<file path="src/rtl/washing_machine_connect.sv">
// ---------------------------------------------------------------------------
// washing_machine_connect
//   Wash-cycle sequencer. A start request with a non-empty load selector runs
//   fill, wash, drain, rinse-fill, rinse, drain and spin, then parks in DONE
//   until start is released. Load-dependent phases scale with the load size
//   latched at start. An open door pauses the active phase: the timer freezes
//   and all actuators are forced off until the door closes again.
//
// Ports:
//   clk      in   system clock, rising edge
//   rst      in   asynchronous active-high reset
//   door     in   1 = door open
//   start    in   start request (level), honoured in IDLE/DONE only
//   load     in   load size 1..3, 0 = empty (start refused)
//   agitator out  agitator enable
//   motor    out  drum motor enable
//   pump     out  drain pump enable
//   speed    out  0 = wash speed, 1 = spin speed
//   water    out  fill valve enable
// ---------------------------------------------------------------------------
module washing_machine_connect #(
    parameter int FILL_T  = 4,
    parameter int WASH_T  = 8,
    parameter int RINSE_T = 6,
    parameter int DRAIN_T = 4,
    parameter int SPIN_T  = 8,
    parameter int TW      = 16
) (
    input  logic       clk,
    input  logic       rst,
    input  logic       door,
    input  logic       start,
    input  logic [1:0] load,
    output logic       agitator,
    output logic       motor,
    output logic       pump,
    output logic       speed,
    output logic       water
);

    typedef enum logic [3:0] {
        IDLE, FILL, WASH, DRAIN1, RFILL, RINSE, DRAIN2, SPIN, DONE
    } state_t;

    state_t        state, state_n;
    logic [TW-1:0] timer;
    logic [1:0]    lat;
    logic [1:0]    l_eff;
    logic          active;
    logic          paused;

    function automatic logic is_active(input state_t s);
        return (s != IDLE) && (s != DONE);
    endfunction

    // Phase length in cycles; load-scaled phases use the given load size.
    function automatic logic [TW-1:0] phase_len(input state_t s, input logic [1:0] l);
        logic [TW-1:0] lw;
        logic [TW-1:0] len;
        lw = {{(TW-2){1'b0}}, l};
        case (s)
            FILL, RFILL: len = TW'(FILL_T) * lw;
            WASH:        len = TW'(WASH_T) * lw;
            RINSE:       len = TW'(RINSE_T) * lw;
            DRAIN1,
            DRAIN2:      len = TW'(DRAIN_T);
            SPIN:        len = TW'(SPIN_T);
            default:     len = '0;
        endcase
        return len;
    endfunction

    assign active = is_active(state);
    assign paused = door && active;
    // The load input is only consulted on the IDLE->FILL edge; afterwards the
    // latched copy governs every scaled phase.
    assign l_eff  = (state == IDLE) ? load : lat;

    // State register
    always_ff @(posedge clk or posedge rst) begin
        if (rst) state <= IDLE;
        else     state <= state_n;
    end

    // Next-state logic
    always_comb begin
        state_n = state;
        case (state)
            IDLE:    if (start && !door && (load != 2'd0)) state_n = FILL;
            FILL:    if (!door && timer == '0) state_n = WASH;
            WASH:    if (!door && timer == '0) state_n = DRAIN1;
            DRAIN1:  if (!door && timer == '0) state_n = RFILL;
            RFILL:   if (!door && timer == '0) state_n = RINSE;
            RINSE:   if (!door && timer == '0) state_n = DRAIN2;
            DRAIN2:  if (!door && timer == '0) state_n = SPIN;
            SPIN:    if (!door && timer == '0) state_n = DONE;
            DONE:    if (!start) state_n = IDLE;
            default: state_n = IDLE;
        endcase
    end

    // Phase timer: reloads on every phase change, counts down only with the
    // door closed, so a pause simply holds the remaining count.
    always_ff @(posedge clk or posedge rst) begin
        if (rst) begin
            timer <= '0;
        end else if (state_n != state) begin
            if (is_active(state_n)) timer <= phase_len(state_n, l_eff) - TW'(1);
            else                    timer <= '0;
        end else if (active && !door && timer != '0) begin
            timer <= timer - TW'(1);
        end
    end

    // Load latch
    always_ff @(posedge clk or posedge rst) begin
        if (rst)                                 lat <= 2'd0;
        else if (state == IDLE && state_n == FILL) lat <= load;
    end

    // Output decode
    always_comb begin
        water    = 1'b0;
        agitator = 1'b0;
        motor    = 1'b0;
        speed    = 1'b0;
        pump     = 1'b0;
        if (!paused) begin
            case (state)
                FILL, RFILL: water = 1'b1;
                WASH, RINSE: begin
                    agitator = 1'b1;
                    motor    = 1'b1;
                end
                DRAIN1, DRAIN2: pump = 1'b1;
                SPIN: begin
                    motor = 1'b1;
                    speed = 1'b1;
                    pump  = 1'b1;
                end
                default: ;
            endcase
        end
    end

endmodule

</file>
<file path="config.mk">
export PLATFORM = sky130hd
export DESIGN_NAME = washing_machine_connect
export DESIGN_NICKNAME = d
export VERILOG_FILES = /design/src/rtl/washing_machine_connect.sv
export SDC_FILE = /design/constraint.sdc
export NUM_CORES = 1
export LEC_CHECK = 0
export ABC_AREA = 1
export CAP_MARGIN = 20
export CORE_MARGIN = 1.5
export CORE_UTILIZATION = 49
export DETAILED_ROUTE_END_ITERATION = 7
export PLACE_DENSITY = 0.66
export SLEW_MARGIN = 20
export SYNTH_ARGS = -nofsm -noshare
export SYNTH_HDL_FRONTEND = slang
export SYNTH_SLANG_ARGS = --single-unit
</file>
<file path="constraint.sdc">
create_clock -name clk -period 7.19 [get_ports clk]
set_clock_uncertainty 0.15 [all_clocks]
set_input_delay 0.719 -clock clk [delete_from_list [all_inputs] [get_ports clk]]
set_output_delay 0.719 -clock clk [all_outputs]
set_load 0.01 [all_outputs]
</file>
## Word level (Yosys, flattened, before mapping)

Cells that the tools add are included.
W data, S select, Z words.

| word-level totals | value |
|---|---|
| bits in registers | 22 |
| word-level logic and storage cells | 74 |
| output and inout bits | 5 |

| cells by class | value |
|---|---|
| $mul | 1 |
| equal/unequal tests | 18 |
| multiplexer cells | 27 |
| add/subtract/negate cells | 2 |
| reduce and logical (&&, ||, !) cells | 23 |

Operator list:

| operator | count |
|---|---|
| $mux W16 | 5 |
| $mux W4 | 9 |
| $pmux W4 S9 | 1 |
| $eq A4 B3 Y1 const B | 8 |
| $sub A16 B1 Y16 const B | 2 |
| $pmux W5 S5 | 1 |
| $eq A4 B2 Y1 const B | 4 |
| $logic_not A16 Y1 | 1 |
| $reduce_bool A16 Y1 | 1 |
| $mux W1 | 10 |
| $logic_and A1 B1 Y1 | 9 |
| $eq A4 B1 Y1 const B | 2 |
| $ne A4 B4 Y1 const B | 2 |
| $reduce_bool A4 Y1 | 2 |
| $reduce_or A2 Y1 | 4 |
| $reduce_or A3 Y1 | 2 |
| $eq A4 B4 Y1 const B | 1 |
| $logic_not A4 Y1 | 1 |
| $mul A2 B2 Y4 const A | 1 |
| $ne A4 B4 Y1 | 1 |
| $reduce_bool A2 Y1 | 2 |
| $mux W2 | 1 |
| $logic_not A1 Y1 | 1 |

## Depth between registers and ports, before layout

Gate-level depths: netlist of run 1.

| logic depth | value |
|---|---|
| depth after elaboration | 13 |
| gate-level depth with buffers | 20 |
| mapped depth without buffers | 20 |

## Worst setup path before layout of run 1

No wires, ideal clock.

| path | value |
|---|---|
| kind | register to register |
| start point | reg state[1] |
| end point | reg timer[4] |
| stages on the path, launching flop included | 16 |
| data arrival time | 2.378 ns |
| required time | 6.961 ns |
| setup slack | 4.583 ns |
| library setup time | 0.079 ns |
| path buffers | 0 |
| period minus slack after synthesis | 2.607 ns |
| cell sequence | dfrtp_1 > nor2_1 > inv_2 > nor2_1 > inv_1 > o21ai_0 > inv_1 > ha_1 > o211ai_1 > nand2_1 > inv_1 > nand2_1 > nor3_1 > ha_1 > nor2_1 > a2bb2oi_1 |

| between the ends | value |
|---|---|
| word-level cells in the longest chain between the ends | 10 |
| elaborated cells on any way between the ends | 46 |

Ends and longest elaborated chain:

| item | RTL line | text |
|---|---|---|
| start: declaration | 45 | `state_t state, state_n;` |
| start signal: assignment | 82 | `else state <= state_n;` |
| branches (longest 10 deep; another with $sub A16 B1 Y16) | n/a |  |
| end signal: assignment | 108 | `if (is_active(state_n)) timer <= phase_len(state_n, l_eff) - TW'(1);` |
| end signal: assignment | 111 | `timer <= timer - TW'(1);` |
| end: declaration | 46 | `logic [TW-1:0] timer;` |

Parallel ways; which one is timed is not known. The select of a mux whose other input is x is not followed.
A chain may end at the register's enable or synchronous reset.

## Worst setup path after layout of run 1

| path | value |
|---|---|
| start point | in door |
| end point | out motor |

| between the ends | value |
|---|---|
| word-level cells in the longest chain between the ends | 2 |

Ends and longest elaborated chain:

| item | RTL line | text |
|---|---|---|
| start: declaration | 31 | `input logic door,` |
| $logic_and A1 B1 Y1 | 74 | `assign paused = door && active;` |
| $mux W1 | 128 | `if (!paused) begin` |
| end: declaration | 35 | `output logic motor,` |

No other way between the ends.

==> results of run 1 <==
[power groups by stage]
stage | Clock [mW] | Combinational, mW | Sequential [mW]
6_report | 0.122 | 0.0739 | 0.151
5_1_grt | 0.126 | 0.0846 | 0.153
4_1_cts | 0.122 | 0.0735 | 0.151
3_5_place_dp | 0 | 0.0729 | 0.153
2_1_floorplan | 0 | 0.0580 | 0.150
3_3_place_gp | 0 | 0.0725 | 0.153
[routing by layer]
| layer | up-vias | global-route usage [%] |
|---|---|---|
| met3 | 6 | 2.226 |
| li1 | 945 | - |
| met1 | 821 | 33.33 |
| met2 | 41 | 33.46 |
| met5 | - | 0 |
| met4 | 0 | 4.948 |
[state kept, by name, indices dropped and copies added (netlist names)]
register  cells
state         4
timer        16
lat           2
[per-stage QoR]
stage	cells	worst slack, ns	hold WS, ns	power (mW)
3_5_place_dp	339	3.972	0.3143	0.2264
2_1_floorplan	284	4.583	0.2917	0.2083
3_3_place_gp	339	3.994	0.3209	0.2259
6_report	343	3.981	0.3303	0.3473
5_1_grt	343	3.789	0.3754	0.3633
4_1_cts	343	3.966	0.3342	0.3466
[worst min-delay path, cell delays in order (launching register included)]
cell and delay [ns]:
dfrtp_1 0.34, nand2_1 0.05, nand2_1 0.06
[path summary, 6_finish.rpt]
kind	endpoint	slack, ns	cells past startpoint
worst max-delay path	motor	3.98	7
worst min-delay path	lat[0]	0.33	2
worst max register to register	timer[15]	4.18	16
worst min register to register	lat[0]	0.33	2
max in group asynchronous	state[3]	5.58	2
min in group asynchronous	timer[11]	0.78	2
[cells in the final DEF, fill, tap and decap left out]
cell             Yosys  layout
nand4_4              1       1
o22ai_1              1       1
inv_4                1       1
a31oi_1              6       6
a211oi_1             1       1
bufinv_16            0       1
ha_1                 6       6
a22oi_2              3       3
xor2_1               1       1
o21ai_0             16      16
nand2_2              7       7
nor2_2               7       7
o21ai_2              1       1
clkdlybuf4s50_1      0      10
nor3_1               8       8
nand3_1             15      15
nand4_1              5       5
nor2_8               1       1
nand2_1             45      45
nand2_4              3       3
inv_2                5       5
dfrtp_1             22      22
o211ai_1             1       1
o21ai_1              3       3
o211a_1              1       1
nand3_2              2       2
clkbuf_8             0       3
mux2_2               1       1
a21oi_1             17      17
nor2_4               3       3
inv_1               43      43
a2bb2oi_1            2       2
or2_2                3       3
a21boi_1             1       1
a22oi_1              2       2
nor2_1              47      47
[cell type report]
class	count	area, um^2	share of cell area (%)
clock buffers	3	41.29	1.942
clock inverters	1	30.03	1.413
well taps	48	60.06	2.825
multi-input cells	210	1157	54.44
inverters	49	186.4	8.770
flip-flops and latches	22	550.5	25.90
repair buffers	10	100.1	4.709
[cells by family (layout without fill, tap and decap cells)]
logic type | after synthesis | count (layout) | synth area share [%]
and+or+nand+nor | 147 | 147 | 37.83
AOI/OAI and AO/OA | 55 | 55 | 17.45
adders and majority gates | 6 | 6 | 3.906
xor gates and xnor gates | 1 | 1 | 0.4558
DFF | 22 | 22 | 28.65
muxes | 1 | 1 | 0.5859
buffers and inverters | 52 | 63 | 11.13
==> flow_summary.yaml, run 1 <==
critical_path:
  max_stage_delay_ns: 0.48
  cp.required_ns: 6.32
  crit_path_start_kind: "primary input"
  crit_slowest_cell: "clkdlybuf4s50_1"
  cp_cell_sequence: "clkdlybuf4s50_1 > inv_1 > nor2_1 > inv_1 > o21ai_0 > o21ai_0 > clkdlybuf4s50_1"
  worstSetupPathType: "primary input to primary output"
  timing.critical_path.fanout_max: 6
  crit_family: "buffers and inverters"
  cp-startpoint: "door"
  regToRegStartpoint: "state[1]"
  end_kind: "primary output"
  crit_buf_inv: 4
  crit_arrival_ns: 2.34
clock_tree:
  h-tree-depth: 1
  clk-insertion-delay-late_ns: 0.28
  cts_buffers: 3
  cts-root-buf: "clkbuf_8"
  cts.sinks: 22
  cts.clk_slew.worst_paths_ns: 0.09
  ctsHoldBuffers: 0
  ctsLongestPathBuffers: 2
  cts_setup_buffers: 0
  ctsResizeCount: 0
  cts_tree: "yes"
floorplan:
  die_area_um2: 4307
  fp-row-count: 22
  ioPinCount: 11
  core_area_um2: 3716
  die_w_um: 65.63
  start_util_pct: 51.72
  die_height_um: 65.63
global_route:
  overflow: 0
  antenna_found_initial: 0
  grt_pass1_vias: 1663
  grt_pass1_wl_mm: 7.472
  grt_max_degree: 23
  globalRouteTotalUtil_pct: 21.99
pwr:
  p_switching_mw: 0.1066
  power_frac_seq_pct: 43.6
  powerDensity_nw_per_um2: 163.4
  ir_worst_vdd_v: 0.0001072
  p_clk_share_pct: 35.1
  cell_internal_pwr_mw: 0.2406
  power_leakage_nw: 0.9735
  p_comb_share_pct: 21.3
  swShare_pct: 30.70
yosys:
  synth_area_leader_cell: "dfrtp_1"
  synth_nets: 296
  synth_area_um2: 1922
  yosys-top-cells-count: "47 x nor2_1, 45 x nand2_1, 43 x inv_1, 22 x dfrtp_1, 17 x a21oi_1"
  synthArstFlopShare_pct: 100.0
  synth_edf_count: 0
  synth_most_common_cell: "nor2_1"
  yosysWarningCount: 0
  synth_top_cell_area_share_pct: 28.65
  ys_seq_elements: 22
  synth_flop_cell: "dfrtp_1"
  ys_seq_area_share_pct: 28.65
  synth.distinct_cells: 35
  synth_area_leaders: "dfrtp_1 29%, nor2_1 9.2%, nand2_1 8.8%, inv_1 8.4%, a21oi_1 4.4%"
  synth.avg_cell_area_um2: 6.767
  synthCells: 284
timing:
  hold_viol_final: 0
  relSlewSlack_pct: 41.73
  max_freq_mhz: 311.6
  slew_violations: 0
  min_period_ns: 3.209
  setup_viol: 0
  tns_ns: 0
  worstMarginPinSlew_ns: 0.8732
  rsz0062_at_grt: "false"
  min_period_over_period_pct: 44.64
final_layout:
  area_growth_pct: 10.61
  fill_cells: 389
  diodes: 0
  post-route-util_pct: 57.21
  fin_area_um2: 2126
  layout.nets: 308
  drive_above_1_share_pct: 14.24
routing:
  firstDrtPassIters: 4
  top_layer: "met4"
  wl_mm: 4.304
  via_count: 1813
  drc: 0
  wl_met2_mm: 1.826
  viasPerCell: 5.286
  drt-initial-drc-count: 123
  wl_per_cell_um: 12.55
  dr_wl_met3_um: 148
  ant_nets: 0
  met1_length_mm: 2.287
placed_design:
  gp_congestion: 0.8414
  dpl_cell_area_um2: 2054
  portBuffers: 10
  dp_hpwl_mm: 3.240
run:
  max_cap_viol_count: 0
worst_hold_path:
  min_from: "lat[0]"
  hold_path_class: "register to register"
outcome:
  status: "complete, no violations"
Power figures use the tool's default switching activity.
==> inputs of run 2 (changes only) <==
- PLACE_DENSITY: 0.66 -> 0.68
- clock period: 7.19 -> 2.9 ns (I/O delays scaled with it)
==> run 2 against run 1 <==
Net effect:
- clock-buffer cell count is the same
- die area is the same
- clock power grew to 2.5 times the previous value
- critical path depth rose by 11
- final cell count increased by 5.8%
- worst setup slack got worse by 3.8 ns
- core utilization rose by 6.6 points
- register-to-register slack got worse by 4.0 ns
- first-iteration DRC count is 11% higher
- hold slack better by 0.0014 ns
- sequential share of layout area is 2.6 points lower
- flip-flop and latch count unchanged
- critical endpoint is now timer[13]
- largest cell class unchanged
- largest power group unchanged
==> flow_summary.yaml, run 2 (synthesis gave the netlist of run 1 again) <==
outcome:
  status: "complete, no violations"
global_route:
  overflow: 0
  globalRouteTotalUtil_pct: 23.00
  antenna_found_initial: 0
  grt_pass1_wl_mm: 7.734
  grt_max_degree: 23
  grt_pass1_vias: 1734
pwr:
  ir_worst_vdd_v: 0.0004108
  power_leakage_nw: 1.071
  powerDensity_nw_per_um2: 392.3
routing:
  firstDrtPassIters: 4
  wl_mm: 4.901
  ant_nets: 0
  viasPerCell: 5.358
  drc: 0
  wl_per_cell_um: 13.50
  via_count: 1945
  drt-initial-drc-count: 137
final_layout:
  largest-register: "timer"
  multi_input_area_um2: 1251
  drive_above_1_share_pct: 26.35
  layout.nets: 328
  seq_area_um2: 551.8
  area_growth_pct: 23.37
  final_common_cell: "nor2_1"
  diodes: 0
  reg_top3: "timer (16), state (4), lat (2)"
  final_cell_mix: "42 x nor2_1, 41 x inv_1, 41 x nand2_1"
  fill_cells: 331
  final_cells: 363
  largest_register_ffs: 16
clock_tree:
  ctsHoldBuffers: 0
  cts_buffers: 3
  ctsLongestPathBuffers: 2
  cts_tree: "yes"
  cts.sinks: 22
  cts-root-buf: "clkbuf_8"
  cts.clk_slew.worst_paths_ns: 0.09
  clk-insertion-delay-late_ns: 0.27
  h-tree-depth: 1
placed_design:
  placedCellCount: 350
  dpl_worst_slack_ns: 0.01787
  portBuffers: 10
  gp_congestion: 0.8770
  dp_hpwl_mm: 3.469
floorplan:
  core_area_um2: 3716
  die_area_um2: 4307
  start_util_pct: 51.72
  fp-row-count: 22
  ioPinCount: 11
  die_w_um: 65.63
  die_height_um: 65.63
timing:
  min_period_over_period_pct: 95.36
  relSlewSlack_pct: 39.45
  min_period_ns: 2.765
  tns_ns: 0
  max_freq_mhz: 361.6
  slew_violations: 0
  hold_viol_final: 0
  layout_setup_ws_ns: 0.1346
  worstMarginPinSlew_ns: 0.9072
  setup_viol: 0
critical_path:
  end_kind: "register"
  crit_path_start_kind: "register"
  worstSetupPathType: "register to register"
  crit_arrival_ns: 2.81
  timing.critical_path.fanout_max: 6
  cp.required_ns: 2.95
worst_hold_path:
  hold_path_class: "register to register"
run:
  max_cap_viol_count: 0
[run 2: changes by cell type in the layout (fill, tap and decap cells not counted), sizes merged]
cell,change
buf,+20
[run 2: worst paths after layout]
path	cells after the start	start	end	slack, ns
setup reg to reg	18	timer[0]	timer[13]	0.13
max in group asynchronous	2	rst	timer[6]	1.63
min in group asynchronous	2	rst	lat[0]	0.36
hold reg to reg	2	lat[0]	lat[0]	0.33
setup / recovery	18	timer[0]	timer[13]	0.13
hold / removal	2	lat[0]	lat[0]	0.33
[run 2: where the power goes]
part,switching (mW),internal [mW]
Combinational,0.137,0.108
Clock,0.120,0.185
Sequential,0.0382,0.342
[run 2: cell type report]
type / instances / share of cell area [%]
Sequential cell: 22 / 23.27
Tap cell: 48 / 2.533
Clock inverter: 1 / 1.266
Timing Repair Buffer: 30 / 10.55
Multi-Input combinational cell: 210 / 52.77
Inverter: 49 / 7.863
Clock buffer: 3 / 1.741
[run 2: worst max-delay path: stages (launching register included)]
cell	delay, ns
dfrtp_1	0.42
inv_2	0.10
ha_4	0.15
nand3_2	0.09
nor2_4	0.15
nand4_4	0.12
nor2_2	0.19
nor2_4	0.06
buf_4	0.14
nand4_1	0.07
nand2_1	0.07
nor2_2	0.12
nand2_2	0.08
inv_1	0.06
ha_2	0.17
inv_1	0.06
nor2_2	0.13
nand3_4	0.16
a22oi_2	0.19
[run 2: what timing repair did]
item | 4_1_cts | 5_1_grt
endpoints found under the setup margin | 0 | 12
buffers inserted | 0 | 9
gates resized for setup | 0 | 27
[run 2: per-stage QoR]
stage | hold slack [ns] | power (mW) | area [um^2] | util (%)
5_1_grt | 0.3823 | 0.9691 | 2371 | 63.80
3_3_place_gp | 0.3113 | 0.5671 | 2137 | 57.51
6_report | 0.3317 | 0.9302 | 2371 | 63.80
2_1_floorplan | 0.1292 | 0.5164 | 1922 | -
3_5_place_dp | 0.3162 | 0.5705 | 2137 | 57.51
4_1_cts | 0.3369 | 0.8681 | 2208 | 59.43
[run 2: metal layers]
metal  vias to the layer above  routed length (um)  global-route usage (%)
met5                         -                   0                       0
met4                         0                  72                   6.510
met3                         8                 261                   3.253
met2                        48                2273                   36.11
met1                       905                2294                   32.80
li1                        984                   -                       -
